`src/rtl/mat_cop_seq.sv`:
```
// Multi-cycle coprocessor sequencer: iterative unsigned MUL / DIV / REM behind
// the controller's working / result_valid / error stall handshake.
module mat_cop_seq #(
    parameter int DATA_W = 32,
    parameter int CNT_W  = 6
) (
    input  logic              clk,
    input  logic              rst,
    input  logic              start,
    input  logic [1:0]        op,
    input  logic [DATA_W-1:0] src_a,
    input  logic [DATA_W-1:0] src_b,
    input  logic              hold,
    input  logic              flush,
    output logic              working,
    output logic              result_valid,
    output logic [DATA_W-1:0] result,
    output logic              error
);

    localparam logic [1:0] S_IDLE = 2'd0;
    localparam logic [1:0] S_CALC = 2'd1;
    localparam logic [1:0] S_DONE = 2'd2;

    localparam logic [1:0] OP_MUL = 2'd0;
    localparam logic [1:0] OP_DIV = 2'd1;
    localparam logic [1:0] OP_REM = 2'd2;
    localparam logic [1:0] OP_RSV = 2'd3;

    localparam logic [CNT_W-1:0] LAST = CNT_W'(DATA_W - 1);

    logic [1:0]          state;
    logic [CNT_W-1:0]    cnt;
    logic [1:0]          op_q;
    logic [DATA_W-1:0]   opnd_q;
    logic [2*DATA_W-1:0] acc;

    logic [DATA_W:0]     mul_sum;
    logic [DATA_W:0]     div_sh;
    logic [DATA_W:0]     div_diff;
    logic [2*DATA_W-1:0] acc_nxt;
    logic                bad_cmd;

    // acc is shared: MUL keeps {product_hi, multiplier}, DIV/REM keeps
    // {partial remainder, dividend shifting out / quotient shifting in}.
    always_comb begin
        mul_sum  = {1'b0, acc[2*DATA_W-1:DATA_W]} + {1'b0, opnd_q};
        div_sh   = {acc[2*DATA_W-1:DATA_W], acc[DATA_W-1]};
        div_diff = div_sh - {1'b0, opnd_q};
        acc_nxt  = acc;
        if (op_q == OP_MUL) begin
            if (acc[0])
                acc_nxt = {mul_sum, acc[DATA_W-1:1]};
            else
                acc_nxt = {1'b0, acc[2*DATA_W-1:1]};
        end else if (!div_diff[DATA_W]) begin
            acc_nxt = {div_diff[DATA_W-1:0], acc[DATA_W-2:0], 1'b1};
        end else begin
            acc_nxt = {div_sh[DATA_W-1:0], acc[DATA_W-2:0], 1'b0};
        end
    end

    assign bad_cmd = (op == OP_RSV) ||
                     (((op == OP_DIV) || (op == OP_REM)) && (src_b == '0));

    // Combinational accept term lets the controller stall in the command's own cycle.
    assign working      = (state != S_IDLE) || (start && !flush);
    assign result_valid = (state == S_DONE) && !flush;

    always_ff @(posedge clk) begin
        if (rst) begin
            state  <= S_IDLE;
            cnt    <= '0;
            op_q   <= OP_MUL;
            opnd_q <= '0;
            acc    <= '0;
            result <= '0;
            error  <= 1'b0;
        end else if (flush) begin
            state <= S_IDLE;
        end else begin
            case (state)
                S_IDLE: begin
                    if (start) begin
                        op_q   <= op;
                        opnd_q <= (op == OP_MUL) ? src_a : src_b;
                        acc    <= {{DATA_W{1'b0}}, (op == OP_MUL) ? src_b : src_a};
                        cnt    <= '0;
                        if (bad_cmd) begin
                            state  <= S_DONE;
                            result <= '0;
                            error  <= 1'b1;
                        end else begin
                            state <= S_CALC;
                        end
                    end
                end
                S_CALC: begin
                    acc <= acc_nxt;
                    cnt <= cnt + 1'b1;
                    if (cnt == LAST) begin
                        state <= S_DONE;
                        case (op_q)
                            OP_MUL: begin
                                result <= acc_nxt[DATA_W-1:0];
                                error  <= |acc_nxt[2*DATA_W-1:DATA_W];
                            end
                            OP_REM: begin
                                result <= acc_nxt[2*DATA_W-1:DATA_W];
                                error  <= 1'b0;
                            end
                            default: begin
                                result <= acc_nxt[DATA_W-1:0];
                                error  <= 1'b0;
                            end
                        endcase
                    end
                end
                S_DONE: begin
                    if (!hold)
                        state <= S_IDLE;
                end
                default: state <= S_IDLE;
            endcase
        end
    end

endmodule

```
`config.mk`:
```
export PLATFORM = sky130hd
export DESIGN_NAME = mat_cop_seq
export DESIGN_NICKNAME = d
export VERILOG_FILES = /design/src/rtl/mat_cop_seq.sv
export SDC_FILE = /design/constraint.sdc
export NUM_CORES = 1
export LEC_CHECK = 0
export CAP_MARGIN = 20
export CORE_UTILIZATION = 59
export CTS_BUF_LIST = sky130_fd_sc_hd__clkbuf_4 sky130_fd_sc_hd__clkbuf_8 sky130_fd_sc_hd__clkbuf_16
export DETAILED_ROUTE_END_ITERATION = 6
export PLACE_DENSITY = 0.82
export SLEW_MARGIN = 20
export SYNTH_ARGS = -nofsm -noshare
export SYNTH_HDL_FRONTEND = slang
export SYNTH_SLANG_ARGS = --single-unit
export TNS_END_PERCENT = 20
```
`constraint.sdc`:
```
create_clock -name clk -period 4.6 [get_ports clk]
set_input_delay 0.69 -clock clk [delete_from_list [all_inputs] [get_ports clk]]
set_output_delay 0.69 -clock clk [all_outputs]
set_load 0.01 [all_outputs]
```
==> impl_metrics.csv <==
group,metric,value,unit
outcome,status,"completed",
floorplan,io_pins,106,
final_layout,synthToLayoutAreaGrowth,18.9,%
synthesis,netlist_area,11500,um^2
global_routing,grt_usage,40.5,%
power_and_ir_drop,p_per_area,284,nW/um^2
global_routing,antenna_found_initial,0,
setup_path,crit_end,"error",
sta,tightest_slew,1.12,ns
floorplan,rows,50,
synthesis,synth_edf_count,0,
sta,slew_headroom,25.2,%
floorplan,dieArea,20100,um^2
sta,hold_viol,0,
global_routing,grtUsageMet1,57.8,%
final_layout,final_common_cell,"nor2_1",
sta,setup_violations,0,
synthesis,mappedNetlistNets,1683,
routing,drt_iter0_drc,1384,
placed_design,place_inst,1868,
setup_path,start_kind,"flip-flop",
routing,drc_errors,0,
setup_path,crit_cells,15,
final_layout,nFillCells,1557,
sta,drv_slew,0,
cts,cts_root_buffer,"clkbuf_16",
floorplan,die_w,142,um
setup_path,cp_top_family,"simple AND/OR/NAND/NOR gates",
routing,post_drt_wl_per_cell,21.5,um
cts,cts_buffers,17,
placed_design,dp_hpwl,30300,um
routing,detail-route-antenna-nets,0,
sta,fin_crit,4.51,ns
setup_path,ff2ff_path_depth,15,
setup_path,cp_max_fo,7,
synthesis,syn_area_per_cell,7.48,um^2
global_routing,grt_pass1_wl,62900,um
hold_path,whs_path_depth,2,
power_and_ir_drop,power.total,3.89,mW
cts,clock_sinks,139,
power_and_ir_drop,vdd.ir_drop.worst,0.276,mV
setup_path,critPathBufInv,2,
global_routing,grt.busiest_layer,"met2",
sta,hold-worst-slack,0.456,ns
setup_path,slowest_delay,0.57,ns
sta,max_freq,0.222,GHz
setup_path,reg2reg_setup_slack,0.09,ns
floorplan,start_util,60.9,%
final_layout,final_cell_mix,"nor2_1, nand2_1, dfxtp_1",
synthesis,yosysWarnings,0,
cts,clk_pin_slew,0.06,ns
routing,drt_first_pass_iters,6,
setup_path,crit_path_start,"opnd_q[9]",
routing,vias_per_cell,6.65,
global_routing,first_global_vias,11500,
sta,clock-skew-final,0.0188,ns
cts,cts-htree-levels,4,
placed_design,place.gp.congestion,0.981,
setup_path,crit_type,"reg2reg",
sta,final.period_utilization,98.1,%
final_layout,drive_gt1_share,7.92,%
synthesis,seq_area_frac_synth,24.1,%
synthesis,ys_types,81,
hold_path,hold_path_class,"reg2reg",
setup_path,timing.rr.start,"opnd_q[9]",
synthesis,ys_ff_latch,139,
cts,cts_tree,"done",
setup_path,cp_slowest_cell,"or4_4",
final_layout,antenna_cells,0,
placed_design,dpl_cell_area,13100,um^2
cts,cts_hold_buf,0,
setup_path,crit_chain,"inv_1, ha_1, a21oi_1, o22ai_1, or4_4, o211a_4, nor4_4, buf_4, nor4_1, a311o_1, a2111oi_2, nand4bb_1, or4b_1, nand2b_1, and2_1",
setup_path,required,4.92,ns
setup_path,cp-end-kind,"flip-flop",
global_routing,grt_use_met2,59.4,%
final_layout,nets,1768,
final_layout,fin_area,13700,um^2
cts,cts_max_path_buffers,2,
global_routing,grt_max_degree,99,
setup_path,cp.arrival,4.84,ns
synthesis,synthCells,1543,
global_routing,use_met3,9.65,%
cts,clk_latency,0.44,ns
power_and_ir_drop,cellLeakagePower,5.68,nW
placed_design,port_buffers,105,
synthesis,synthArstFlopShare,0,%
setup_path,r2r_end,"error",
synthesis,synth-main-ff-cell,"dfxtp_1",
routing,vias,12600,
floorplan,core-area,19000,um^2
routing,routed_wl,40800,um
floorplan,dieHeight,142,um
run,cap_viol_max_count,0,
global_routing,grt_overflow,0,
final_layout,fin_cells,1901,
==> layer usage <==
metal / routed length, um / up-vias / part of all wire [%]
met3: 4790 / 87 / 12
li1: - / 5889 / -
met1: 17700 / 5933 / 43
met2: 17000 / 730 / 42
met5: 0 / - / 0
met4: 1310 / 0 / 3.2
==> synthesized netlist by cell type, types with 6 or more instances <==
library cell,instances,area share (%)
a2111oi_0,7,0.53
a211oi_1,114,7.4
a21boi_0,6,0.39
a21o_1,35,2.3
a21oi_1,137,5.9
a22oi_1,34,2.2
a31oi_1,17,0.92
a32oi_1,6,0.46
and2_1,8,0.43
and3_1,8,0.43
buf_1,10,0.33
clkbuf_1,86,2.8
dfxtp_1,139,24
ha_1,67,7.3
inv_1,54,1.8
mux2i_1,82,7.1
nand2_1,150,4.9
nand2b_1,14,0.76
nand3_1,25,1.1
nand4_1,15,0.81
nor2_1,185,6.0
nor2b_1,37,2.0
nor3_1,26,1.1
nor4_1,15,0.81
o211ai_1,32,2.1
o21a_1,7,0.46
o21ai_0,57,2.5
o31ai_1,6,0.39
o41ai_1,6,0.46
or2_2,9,0.49
or3_1,10,0.54
xnor2_1,24,1.8
xor2_1,23,1.7
==> layout make-up <==
cell class	count	area (um^2)	area share, %
multi-input combinational	1247	8210	59.8
clock inverter	14	206	1.50
timing repair buffer	169	1570	11.4
sequential	139	2780	20.3
inverter	54	203	1.48
clock buffer	18	433	3.15
tap	260	325	2.37
==> registers in the layout, summed over array words and instances, names as in the netlist <==
name	count
error	1
op_q	2
state	2
cnt	6
acc	64
opnd_q	32
result	32
==> worst min-delay path by stage <==
stage / slack (ns) / to / from
finish: 0.46 / result[17] / result[17]
global route: 0.48 / result[30] / result[30]
CTS: 0.46 / result[15] / result[15]
detailed placement: 0.44 / result[15] / result[15]
global placement: 0.44 / result[24] / result[24]
floorplan: 0.48 / acc[47] / acc[47]
==> cells by family after synthesis <==
logic type	synth area share, %
AOI/OAI and AO/OA	30.8
buffers and inverters	5.26
muxes	7.11
and+or+nand+nor	21.5
xor gates and xnor gates	3.57
DFF	24.1
adders and majority gates	7.61
==> report_power, final <==
group | total [mW] | internal (mW) | switching [mW]
combinational | 1.06 | 0.413 | 0.649
sequential | 1.30 | 1.25 | 0.0522
clock | 1.53 | 0.929 | 0.598
==> timing repair <==
action,in CTS,in global routing
setup buffers,0,1
setup endpoints to repair,1,3
gates resized for setup,1,3
pin swaps,0,1
==> worst reg2reg max path: cells and delay by family, from the launching register on <==
family,cells,cell delay (ns)
adders and majority gates,1,0.38
DFF,1,0.38
buffers and inverters,2,0.28
AOI/OAI and AO/OA,5,1.41
and+or+nand+nor,7,1.98
==> metrics by stage <==
step	TNS [ns]	util, %	setup WS (ns)
floorplan	0	-	0.494
global placement	-0.0562	68.8	-0.0562
detailed placement	-0.115	68.9	-0.115
CTS	0	72.3	0.137
global route	-0.0370	72.4	-0.0370
finish	0	72.4	0.0884
Note: power is estimated with default switching activity, not from simulation.
